## src/rtl/xt_hb_arbiter.sv

```systemverilog
// Round-robin arbiter that shares the HB slave bus between NUM_MASTER requesters.
// One access at a time: IDLE (arbitrate) -> ACCESS (strobe until finish or timeout) -> RESP (done pulse).
module xt_hb_arbiter #(
  parameter int NUM_MASTER = 2,
  parameter int ADDR_WIDTH = 32,
  parameter int TIMEOUT    = 16
) (
  input  logic                             hb_clk,
  input  logic                             rst_n,
  input  logic [NUM_MASTER-1:0]            req,
  input  logic [NUM_MASTER-1:0]            req_we,
  input  logic [NUM_MASTER*ADDR_WIDTH-1:0] req_addr,
  input  logic [NUM_MASTER*32-1:0]         req_wdata,
  output logic [NUM_MASTER-1:0]            done,
  output logic [NUM_MASTER-1:0]            err,
  output logic [31:0]                      rdata_out,
  output logic [$clog2(NUM_MASTER)-1:0]    grant_id,
  output logic                             hb_ren,
  output logic                             hb_wen,
  output logic [ADDR_WIDTH-1:0]            hb_raddr,
  output logic [ADDR_WIDTH-1:0]            hb_waddr,
  output logic [31:0]                      hb_wdata,
  input  logic                             read_finish,
  input  logic                             write_finish,
  input  logic [31:0]                      hb_rdata
);

  localparam int IDW = $clog2(NUM_MASTER);
  localparam int CW  = $clog2(TIMEOUT);

  localparam logic [1:0] IDLE   = 2'd0;
  localparam logic [1:0] ACCESS = 2'd1;
  localparam logic [1:0] RESP   = 2'd2;

  logic [1:0]            state_reg;
  logic [IDW-1:0]        rr_last_reg;
  logic [IDW-1:0]        grant_reg;
  logic [CW-1:0]         cnt_reg;
  logic                  we_reg;
  logic [NUM_MASTER-1:0] done_reg;
  logic [NUM_MASTER-1:0] err_reg;
  logic [31:0]           rdata_reg;
  logic                  ren_reg;
  logic                  wen_reg;
  logic [ADDR_WIDTH-1:0] raddr_reg;
  logic [ADDR_WIDTH-1:0] waddr_reg;
  logic [31:0]           wdata_reg;

  logic [ADDR_WIDTH-1:0] addr_arr  [NUM_MASTER];
  logic [31:0]           wdata_arr [NUM_MASTER];

  for (genvar gi = 0; gi < NUM_MASTER; gi++) begin : g_unpack
    assign addr_arr[gi]  = req_addr[gi*ADDR_WIDTH +: ADDR_WIDTH];
    assign wdata_arr[gi] = req_wdata[gi*32 +: 32];
  end

  // Walk from lowest to highest priority so the last hit (closest to rr_last+1) wins.
  logic [IDW-1:0] grant_next;
  logic           grant_valid_next;
  int             idx;

  always_comb begin
    grant_next       = '0;
    grant_valid_next = 1'b0;
    idx              = 0;
    for (int i = NUM_MASTER; i >= 1; i--) begin
      idx = int'(rr_last_reg) + i;
      if (idx >= NUM_MASTER) idx = idx - NUM_MASTER;
      if (req[idx]) begin
        grant_next       = IDW'(idx);
        grant_valid_next = 1'b1;
      end
    end
  end

  logic access_finish;
  logic access_timeout;

  assign access_finish  = we_reg ? write_finish : read_finish;
  assign access_timeout = (cnt_reg == CW'(TIMEOUT - 1));

  always_ff @(posedge hb_clk or negedge rst_n) begin
    if (!rst_n) begin
      state_reg   <= IDLE;
      rr_last_reg <= IDW'(NUM_MASTER - 1);
      grant_reg   <= '0;
      cnt_reg     <= '0;
      we_reg      <= 1'b0;
      done_reg    <= '0;
      err_reg     <= '0;
      rdata_reg   <= '0;
      ren_reg     <= 1'b0;
      wen_reg     <= 1'b0;
      raddr_reg   <= '0;
      waddr_reg   <= '0;
      wdata_reg   <= '0;
    end else begin
      done_reg <= '0;
      err_reg  <= '0;
      case (state_reg)
        IDLE: begin
          if (grant_valid_next) begin
            grant_reg   <= grant_next;
            rr_last_reg <= grant_next;
            cnt_reg     <= '0;
            we_reg      <= req_we[grant_next];
            if (req_we[grant_next]) begin
              wen_reg   <= 1'b1;
              waddr_reg <= addr_arr[grant_next];
              wdata_reg <= wdata_arr[grant_next];
            end else begin
              ren_reg   <= 1'b1;
              raddr_reg <= addr_arr[grant_next];
            end
            state_reg <= ACCESS;
          end
        end
        ACCESS: begin
          if (access_finish || access_timeout) begin
            ren_reg             <= 1'b0;
            wen_reg             <= 1'b0;
            done_reg[grant_reg] <= 1'b1;
            err_reg[grant_reg]  <= ~access_finish;
            // A timed-out access reports zero data; a completed write leaves rdata untouched.
            if (!access_finish)  rdata_reg <= '0;
            else if (!we_reg)    rdata_reg <= hb_rdata;
            state_reg <= RESP;
          end else begin
            cnt_reg <= cnt_reg + CW'(1);
          end
        end
        RESP:    state_reg <= IDLE;
        default: state_reg <= IDLE;
      endcase
    end
  end

  assign done      = done_reg;
  assign err       = err_reg;
  assign rdata_out = rdata_reg;
  assign grant_id  = grant_reg;
  assign hb_ren    = ren_reg;
  assign hb_wen    = wen_reg;
  assign hb_raddr  = raddr_reg;
  assign hb_waddr  = waddr_reg;
  assign hb_wdata  = wdata_reg;

endmodule

```

## config.mk

```make
export PLATFORM = sky130hd
export DESIGN_NAME = xt_hb_arbiter
export DESIGN_NICKNAME = d
export VERILOG_FILES = /design/src/rtl/xt_hb_arbiter.sv
export SDC_FILE = /design/constraint.sdc
export NUM_CORES = 1
export LEC_CHECK = 0
export ABC_AREA = 1
export BUFFER_PORTS_ARGS = -buffer_cell sky130_fd_sc_hd__buf_2
export CAP_MARGIN = 5
export CORE_MARGIN = 1
export CORE_UTILIZATION = 42
export DETAILED_ROUTE_END_ITERATION = 10
export PLACE_DENSITY_LB_ADDON = 0.08
export SYNTH_ARGS = -nofsm -noshare
export SYNTH_HDL_FRONTEND = slang
export SYNTH_SLANG_ARGS = --single-unit
```

## constraint.sdc

```tcl
create_clock -name hb_clk -period 1.4 [get_ports hb_clk]
set_input_delay 0.07 -clock hb_clk [delete_from_list [all_inputs] [get_ports hb_clk]]
set_output_delay 0.07 -clock hb_clk [all_outputs]
set_load 0.02 [all_outputs]
```

Yosys cells after proc, flatten, opt, wreduce, memory -nomap -nowiden
Cells that the tools add are included. Widths: inputs -> output; s select.

Register bits after elaboration: 143. Bits of input ports: 168.

$add $sub $neg: 5. Order comparisons: 8. Eq/ne operators: 8. Multiplexer cells: 42. Bitwise logic cells: 4. Reduce and logical (&&, ||, !) cells: 12.

Operators by type and width (number): $mux 32 (10); $lt 32x3->1 const B (2); $mux 1 (19); $mux 2 (6); $ne 2x2->1 const B (6); $reduce_and 3->1 (4); $mux 4 (2); $pmux 4 s2 (1); $reduce_and 4->1 (2); $add 4x1->4 const B (1); $eq 4x4->1 const B (1); $ge 2x2->1 const B (2); $lt 1x2->1 const B (2); $pmux 1 s2 (2); $pmux 2 s2 (1); $reduce_and 2->1 (2); $sub 3x2->4 const B (1); $add 1x2->3 const B (1); $ge 3x2->1 const B (1); $sub 2x2->3 const B (1); $add 1x1->2 const B (1); $and 2x2->2 (1); $eq 2x1->1 const B (1); $logic_not 2->1 (1); other kinds (7) (8).

Depth between registers and ports, before layout
Gate-level depths: netlist of run 1.

Depth after elaboration: 13. Gate-level depth with buffers: 10. Depth with buffers taken out: 9.

Least setup slack after synthesis of run 1
OpenSTA, ideal clock, no wires.

Kind: flip-flop to flip-flop. Start: register rr_last_reg. End: register raddr_reg[16] (netlist: hb_raddr[16]). Arrival time: 1.321 ns. Data required time: 1.281 ns. Setup slack: -0.039 ns. Stages on the path, launching flop included: 9. Clock period less this slack: 1.439 ns. Cell sequence: dfstp_2 > nand2_1 > nand2_1 > nand2_1 > nand2_2 > nand3_1 > buf_2 > nand2_1 > nand2_1.

Word-level cells in the longest chain between the ends: 12. Elaborated cells between the ends (all ways): 26. Those cells by class: add/sub: 4; order compare: 2; mux: 17; bitwise: 2; reduce/logical: 1.

Ends and longest elaborated chain: start: declaration (line 36) `logic [IDW-1:0] rr_last_reg;`; start signal: assignment (line 85) `rr_last_reg <= IDW'(NUM_MASTER - 1);`; start signal: assignment (line 104) `rr_last_reg <= grant_next;`; $add 1x2->3 (line 67) `idx = int'(rr_last_reg) + i;`; $sub 3x2->4 / $ge 3x2->1 (equally long branches) (line 68) `if (idx >= NUM_MASTER) idx = idx - NUM_MASTER;`; $mux 32 (line 68); $mux 1 (implied by the code) (3 in a row) (line 69) `if (req[idx]) begin`; $mux 1 (2 in a row) (line 69); $mux 1 (implied by the code) / $not 1->2 (equally long branches) (line 107, 113); $mux 1 (implied by the code) / $mux 32 (equally long branches) (line 107, 113); $not 1->1 (no line) / $mux 32 (equally long branches); $reduce_and 3->1 (no line) / $mux 32 (equally long branches); end signal: assignment (line 113) `raddr_reg <= addr_arr[grant_next];`; end: declaration (line 45) `logic [ADDR_WIDTH-1:0] raddr_reg;`.

Parallel ways exist; a longest one is shown, timed or not. The select of a mux whose other input is x is not followed. A chain may end at the register's enable or synchronous reset.

Worst setup path in the final report of run 1
Start: register rr_last_reg. End: register wdata_reg[2] (netlist: hb_wdata[2]).

Word-level cells in the longest chain between the ends: 12. Elaborated cells between the ends (all ways): 25. Those cells by class: add/sub: 4; order compare: 2; mux: 17; bitwise: 1; reduce/logical: 1.

Ends and longest elaborated chain: $add 1x2->3 (line 67); $sub 3x2->4 / $ge 3x2->1 (equally long branches) (line 68); $mux 32 (line 68); $mux 1 (implied by the code) (3 in a row) (line 69); $mux 1 (2 in a row) (line 69); $not 1->2 (implied by the code) (line 110) `wdata_reg <= wdata_arr[grant_next];`; $mux 32 (implied by the code) (3 in a row) (line 110); end signal: assignment (line 110); end: declaration (line 47) `logic [31:0] wdata_reg;`.

Parallel ways exist; a longest one is shown, timed or not. The select of a mux whose other input is x is not followed.

==> summary.md, run 1 <==
| Metric | Value |
|---|---|
| I/O pin cnt | `303` |
| Distinct cells, synth | `25` |
| Routed via count | `7778` |
| Cells along the critical path | `nand2_4 -> nand3b_1 -> nand2_4 -> nor2_4 -> buf_12 -> buf_12 -> clkbuf_16 -> nand2_1 -> nand2_1` |
| Combinational share of power | `between 50% and 60%` |
| Routed Antenna Nets | `0` |
| Share of layout cells above drive strength 1 | `37.81%` |
| WS Path Type | `reg2reg` |
| CTS tree | `yes` |
| Clock Root Buffer | `clkbuf_16` |
| Post-Syn Area | `between 0.006 and 0.007 sq mm` |
| Crit end category | `register` |
| RSZ-0062 raised after global routing | `yes` |
| Core area | `about 0.015 sq mm` |
| Initial DRC Count | `484` |
| Post-synthesis sequential area ratio | `55.17%` |
| Clk_lat worst skew | `about 0.42 ns` |
| Final instance area | `0.01176 sq mm` |
| Yosys reg bits | `143` |
| Worst Skew | `0.009682 ns` |
| Syn_nets | `1012` |
| Die Wd | `126.3 microns` |
| Post-Syn Area per Cell | `between 7 and 8 sq um` |
| First-pass GRT wire length | `37.17 mm` |
| Clock Pin Slew Worst Setup and Hold Paths | `0.06 ns` |
| Post-synthesis cell count | `between 800 and 900` |
| 1st-pass router iterations | `5` |
| Vias/cell | `a little over 5` |
| Drt wl/cell | `17.37 microns` |
| Final setup fails | `roughly 120` |
| Post-route DRC violation count | `0` |
| Clock share of power | `19.9%` |
| VDD IR max | `0.9984 mV` |
| GPL Wtd Cong | `0.8204` |
| H-tree depth | `4` |
| CTS Buf Count | `17` |
| Commonest non-fill, non-tap cell in the layout | `nand2_1` |
| Nets@finish | `1510` |
| CP arrival | `1.96 ns` |
| Util after Layout | `between 70% and 80%` |
| Int Power | `13.94 mW` |
| Period utilization | `114.6%` |
| Final Max Tran Viols | `0` |
| Sw Share | `~43%` |
| Failing checks | `negative setup slack` |
| Post-Place Cell Area | `0.008403 sq mm` |
| Seq pwr share | `roughly 29%` |
| P_leak | `between 6 and 7 nW` |
| Min cycle time layout | `approximately 1.6 ns` |
| Worst slack, placed | `-0.1586 ns` |
| Slew margin rel. | `78.06%` |
| Min Hold Slack | `about 0.016 ns` |
| Slew @ Worst Pin | `0.3291 ns` |
| Max incr delay on CP | `0.56 ns` |
| Post-Route WL | `between 20 and 30 mm` |
| Hold/Removal Path Class | `in2reg` |
| Die ar. | `0.01595 sq mm` |
| Gr ovfl total | `0` |
| Power Density | `2082 mW/mm^2` |
| Post-layout total power | `approximately 24 mW` |
| Hold Vio Cnt, Final | `0` |
| Most frequent cells in the layout | `474 x nand2_1, 301 x buf_2, 155 x dlygate4sd3_1` |
| Initial core utilization | `42.84%` |
| P&R area growth vs syn | `81.22%` |
| Initial antenna violation count | `1` |
| Synth Warn # | `0` |
| P_sw | `roughly 11 mW` |
| Status | `finished with violations` |
| Worst-path maximum fanout | `6` |
| Largest net degree at the start of global routing | `60` |
| CTS Sinks | `143` |
| Number of global-route vias before repair | `between 7000 and 8000` |
| Hpwl dp | `13.43 mm` |
| Req. time, crit path | `~1.8 ns` |
| Core Rows | `45` |
| Die Y | `126.3 microns` |
| Clock Path Buffers | `2` |
| # fillers | `1023` |
| CP max-delay cell | `dfstp_2` |
| Fmax | `623.5 MHz` |
| Final worst slack | `-0.2040 ns` |
| IO buf count | `302` |
| Max_cap viols | `0` |
| Crit start category | `register` |
| Gr usage total | `~30%` |
routing by layer:
layer | part of all wire [%] | vias to the layer above | global-route usage [%] | wire length [microns]
li1 | - | 3637 | - | -
met1 | 40 | 3678 | 36.18 | 10820
met2 | 48 | 376 | 50.28 | 12890
met3 | 7.5 | 87 | 7.676 | 2012
met4 | 4.0 | 0 | 13.61 | 1079
met5 | 0 | - | 0 | 0
worst max-delay path, delay by kind of cell (launching register included):
kind / cells / cell delay, ns
AND/OR/NAND/NOR: 6 / 0.53
buffers and inverters: 3 / 0.45
flip-flops: 1 / 0.56
power groups by stage:
stage          registers, mW  logic, mW  clock network (mW)
2_1_floorplan           8.98       3.55                   0
3_3_place_gp            6.89       9.25                   0
3_5_place_dp            6.88       9.38                   0
4_1_cts                 6.86       10.2                4.94
5_1_grt                 7.27       13.4                5.13
6_report                7.08       12.5                4.88
path summary, 6_finish.rpt:
check | from | endpoint | depth (start not counted) | slack (ns)
min reg2reg | hb_waddr[28]$_DFFE_PN0P_ | hb_waddr[28]$_DFFE_PN0P_ | 2 | 0.46
max in group asynchronous | rst_n | hb_raddr[19]$_DFFE_PN0P_ | 3 | 0.89
min in group asynchronous | rst_n | rdata_out[24]$_DFFE_PN0P_ | 3 | 0.19
min | req_addr[50] | hb_waddr[18]$_DFFE_PN0P_ | 5 | 0.02
max | rr_last_reg$_DFFE_PN1P_ | hb_wdata[2]$_DFFE_PN0P_ | 9 | -0.20
max reg2reg | rr_last_reg$_DFFE_PN1P_ | hb_wdata[2]$_DFFE_PN0P_ | 9 | -0.20
kinds of logic after synthesis:
logic type                 count (synthesis)  share of synthesized area [%]
DFF                                      143                          55.17
AOI/OAI and AO/OA                         36                          2.777
and+or+nand+nor                          599                          36.64
adders and majority gates                  1                         0.1928
buffers and inverters                     62                          4.956
xor gates and xnor gates                   2                         0.2700
metrics by stage:
| step | instances | setup TNS, ns |
|---|---|---|
| 2_1_floorplan | 843 | -0.5678 |
| 3_3_place_gp | 1318 | -3.253 |
| 3_5_place_dp | 1318 | -6.844 |
| 4_1_cts | 1514 | -9.729 |
| 5_1_grt | 1543 | -20.35 |
| 6_report | 1543 | -14.51 |
what timing repair did:
action                                  CTS  global route
gates cloned                              5            23
setup buffers                             4             5
hold buffers                            155             0
endpoints found under the setup margin  102           137
resized for setup                        14           152
pin swaps                                 4            51
hold endpoints to repair                253             0
layout make-up:
| type | instances | area [sq um] | area share, % |
|---|---|---|---|
| Sequential cell | 143 | 3580 | 30.44 |
| Clock buffer | 17 | 425.4 | 3.618 |
| Clock inverter | 15 | 209.0 | 1.777 |
| Inverter | 12 | 55.05 | 0.4682 |
| Tap cell | 188 | 235.2 | 2.000 |
| Antenna cell | 1 | 2.502 | 0.02128 |
| Multi-Input combinational cell | 638 | 2948 | 25.07 |
| Timing Repair Buffer | 529 | 4304 | 36.60 |
cells in the mapped netlist, drive strengths merged:
cell | instances | area, sq um
nand4 | 32 | 200.2
nand3 | 8 | 40.04
nand3b | 1 | 7.510
nor3 | 2 | 10.01
dfstp | 1 | 26.28
dfrtp | 142 | 3553
nor2 | 10 | 57.55
or2 | 1 | 6.260
xor2 | 1 | 8.760
nand2 | 545 | 2056
o21ai | 36 | 180.2
ha | 1 | 12.51
clkbuf | 13 | 50.04
buf | 37 | 226.5
xnor2 | 1 | 8.760
inv | 12 | 45.05
Note: power is estimated with default switching activity, not from simulation.
==> inputs of run 2 (changes only) <==
--- a/config.mk
+++ b/config.mk
@@ -9,9 +9,10 @@
 export BUFFER_PORTS_ARGS = -buffer_cell sky130_fd_sc_hd__buf_2
 export CAP_MARGIN = 5
 export CORE_MARGIN = 1
-export CORE_UTILIZATION = 42
+export CORE_UTILIZATION = 45
 export DETAILED_ROUTE_END_ITERATION = 10
 export PLACE_DENSITY_LB_ADDON = 0.08
+export SKIP_CTS_REPAIR_TIMING = 1
 export SYNTH_ARGS = -nofsm -noshare
 export SYNTH_HDL_FRONTEND = slang
 export SYNTH_SLANG_ARGS = --single-unit
==> constraint.sdc (replaced) <==
create_clock -name hb_clk -period 1.83 [get_ports hb_clk]
set_input_delay 0.0915 -clock hb_clk [delete_from_list [all_inputs] [get_ports hb_clk]]
set_output_delay 0.0915 -clock hb_clk [all_outputs]
set_load 0.02 [all_outputs]
==> run 2 against run 1 <==
The flow finishes with violations (negative hold slack). Global-route usage decreased by 3.6 points. Critical path depth stayed put. Clock power shrank 32%. Sequential cell count stayed put. Sequential share of layout area up 8.1 points. Sequential power down 26%. Total power is 37% lower. First-iteration DRC count is 22% lower. Combinational power is 45% lower. Clock-buffer cell count up 10. Setup slack better by 0.36 ns. Die area fell by 6.6%. Critical path type unchanged.
==> summary.md, run 2 (same netlist as run 1, synthesis figures left out) <==
| Metric | Value |
|---|---|
| Clock Root Buffer | `clkbuf_16` |
| Fmax | `about 600 MHz` |
| CTS tree | `yes` |
| CP dominant cell by count | `nand2_1` |
| Failing checks | `negative hold slack` |
| Routed via count | `around 6600` |
| H-tree depth | `4` |
| Die Wd | `122.1 microns` |
| P&R area growth vs syn | `42.98%` |
| Cells after DPL | `1299` |
| Clock Pin Slew Worst Setup and Hold Paths | `0.06 ns` |
| Status | `finished with violations` |
| Fin Setup TNS | `0 ns` |
| Core area | `0.01399 sq mm` |
| Worst-path maximum fanout | `41` |
| First-pass GRT wire length | `~30 mm` |
| Vias/cell | `roughly 4.8` |
| CP arrival | `1.97 ns` |
| Post-route DRC violation count | `0` |
| Gr ovfl total | `0` |
| 1st-pass router iterations | `5` |
| Power Density | `1673 mW/mm^2` |
| Gr usage total | `approximately a quarter` |
| Initial DRC Count | `379` |
| Crit end category | `register` |
| Hpwl dp | `13.41 mm` |
| Die Y | `roughly 120 microns` |
| Number of global-route vias before repair | `5880` |
| Initial core utilization | `46.39%` |
| I/O pin cnt | `about 300` |
| Die ar. | `0.01490 sq mm` |
| WS Path Type | `reg2reg` |
| Nets@finish | `1353` |
| Clk_lat worst skew | `0.42 ns` |
| Worst Skew | `about 0.011 ns` |
| Share of layout cells above drive strength 1 | `30.66%` |
| Min cycle time layout | `1.678 ns` |
| Final setup fails | `0` |
| Post-Place Cell Area | `0.008225 sq mm` |
| CTS Sinks | `143` |
| Worst slack, placed | `0.1437 ns` |
| Largest net degree at the start of global routing | `between 50 and 60` |
| CP max-delay cell | `dfstp_2` |
| Hold/Removal Path Class | `in2reg` |
| P_leak | `5.532 nW` |
| RSZ-0062 raised after global routing | `no` |
| Routed Antenna Nets | `0` |
| Post-Layout Cell Count | `1377` |
| Crit path max-delay family | `flip-flops` |
| Drt wl/cell | `14.32 microns` |
| Slew margin rel. | `68.20%` |
| Req. time, crit path | `around 2.1 ns` |
| Commonest non-fill, non-tap cell in the layout | `nand2_1` |
| Final Max Tran Viols | `0` |
| Final instance area | `0.009278 sq mm` |
| Post-layout total power | `about 16 mW` |
| CTS Buf Count | `17` |
| Cells along the critical path | `nand2_1 -> nand2_2 -> buf_12 -> inv_2 -> buf_12 -> nand2_1 -> nand2_1 -> nand4_1 -> nand2_1` |
| Post-Route WL | `19.73 mm` |
| Core Rows | `43` |
| Crit start category | `register` |
| Period utilization | `approximately nine tenths` |
| GPL Wtd Cong | `0.8082` |
| Initial antenna violation count | `0` |
| Slew @ Worst Pin | `0.4769 ns` |
| Max incr delay on CP | `0.52 ns` |
| Setup slack, reg-to-reg | `roughly 0.15 ns` |
| Min Hold Slack | `-0.02329 ns` |
| CP Buf/Inv Count | `3` |
| Clock Path Buffers | `2` |
| IO buf count | `~300` |
| VDD IR max | `0.9013 mV` |
| Final worst slack | `around 0.15 ns` |
| Max_cap viols | `0` |
| Most frequent cells in the layout | `542 x nand2_1, 301 x buf_2, 142 x dfrtp_1` |
| Antenna diodes | `0` |
| Hold Vio Cnt, Final | `28` |
run 2: changes by cell type in the layout (fill, tap and decap cells not counted), moves of 4 or more:
| cell | change |
|---|---|
| o21ai_1 | -6 |
| buf_12 | -10 |
| o21ai_0 | +28 |
| inv_6 | -4 |
| o21ai_2 | -22 |
| buf_16 | -6 |
| clkbuf_16 | -17 |
| nand2_2 | -53 |
| nand2_4 | -15 |
| clkbuf_8 | +7 |
| nand2_1 | +68 |
| buf_6 | -10 |
| dlygate4sd3_1 | -109 |
run 2: report_power, final:
| group | leakage [nW] | total (mW) | switching [mW] | internal (mW) |
|---|---|---|---|---|
| combinational | 3.43 | 6.91 | 4.68 | 2.22 |
| clock | 0.293 | 3.34 | 1.23 | 2.11 |
| sequential | 1.81 | 5.27 | 0.721 | 4.55 |
run 2: metal layers:
| metal | vias up | GRT usage, % | routed length (microns) |
|---|---|---|---|
| met4 | 0 | 7.622 | 197 |
| met1 | 3003 | 33.59 | 8450 |
| met5 | - | 0 | 0 |
| met3 | 15 | 6.976 | 1410 |
| li1 | 3298 | - | - |
| met2 | 255 | 43.89 | 9666 |
run 2: layout make-up:
class / count / area, sq um
clock inverter: 5 / 50.05
fill: 1266 / 4711
timing repair buffer: 372 / 2250
tap: 180 / 225.2
inverter: 12 / 45.04
clock buffer: 27 / 533.0
sequential: 143 / 3580
multi-input combinational: 638 / 2595
run 2: stage by stage:
| stage | hold WS (ns) | utilization, % |
|---|---|---|
| after floorplan | -0.2041 | - |
| after global placement | 0.06198 | 58.80 |
| after detailed placement | 0.06244 | 58.80 |
| after CTS | -0.3769 | 62.97 |
| after global routing | 0.0007550 | 66.32 |
| final | -0.02329 | 66.32 |
run 2: worst register-to-register path, stage by stage (launching register included):
cell and delay (ns):
dfstp_2 0.52, nand2_1 0.09, nand2_2 0.10, buf_12 0.23, inv_2 0.10, buf_12 0.18
nand2_1 0.09, nand2_1 0.10, nand4_1 0.09, nand2_1 0.06
run 2: worst paths after layout:
path | startpoint | endpoint | cells after the start
worst max-delay path | rr_last_reg$_DFFE_PN1P_ | hb_raddr[0]$_DFFE_PN0P_ | 9
worst min-delay path | req_wdata[51] | hb_wdata[19]$_DFFE_PN0P_ | 5
worst max register to register | rr_last_reg$_DFFE_PN1P_ | hb_raddr[0]$_DFFE_PN0P_ | 9
worst min register to register | hb_wdata[2]$_DFFE_PN0P_ | hb_wdata[2]$_DFFE_PN0P_ | 2
max in group asynchronous | rst_n | rdata_out[24]$_DFFE_PN0P_ | 3
min in group asynchronous | rst_n | rdata_out[0]$_DFFE_PN0P_ | 2
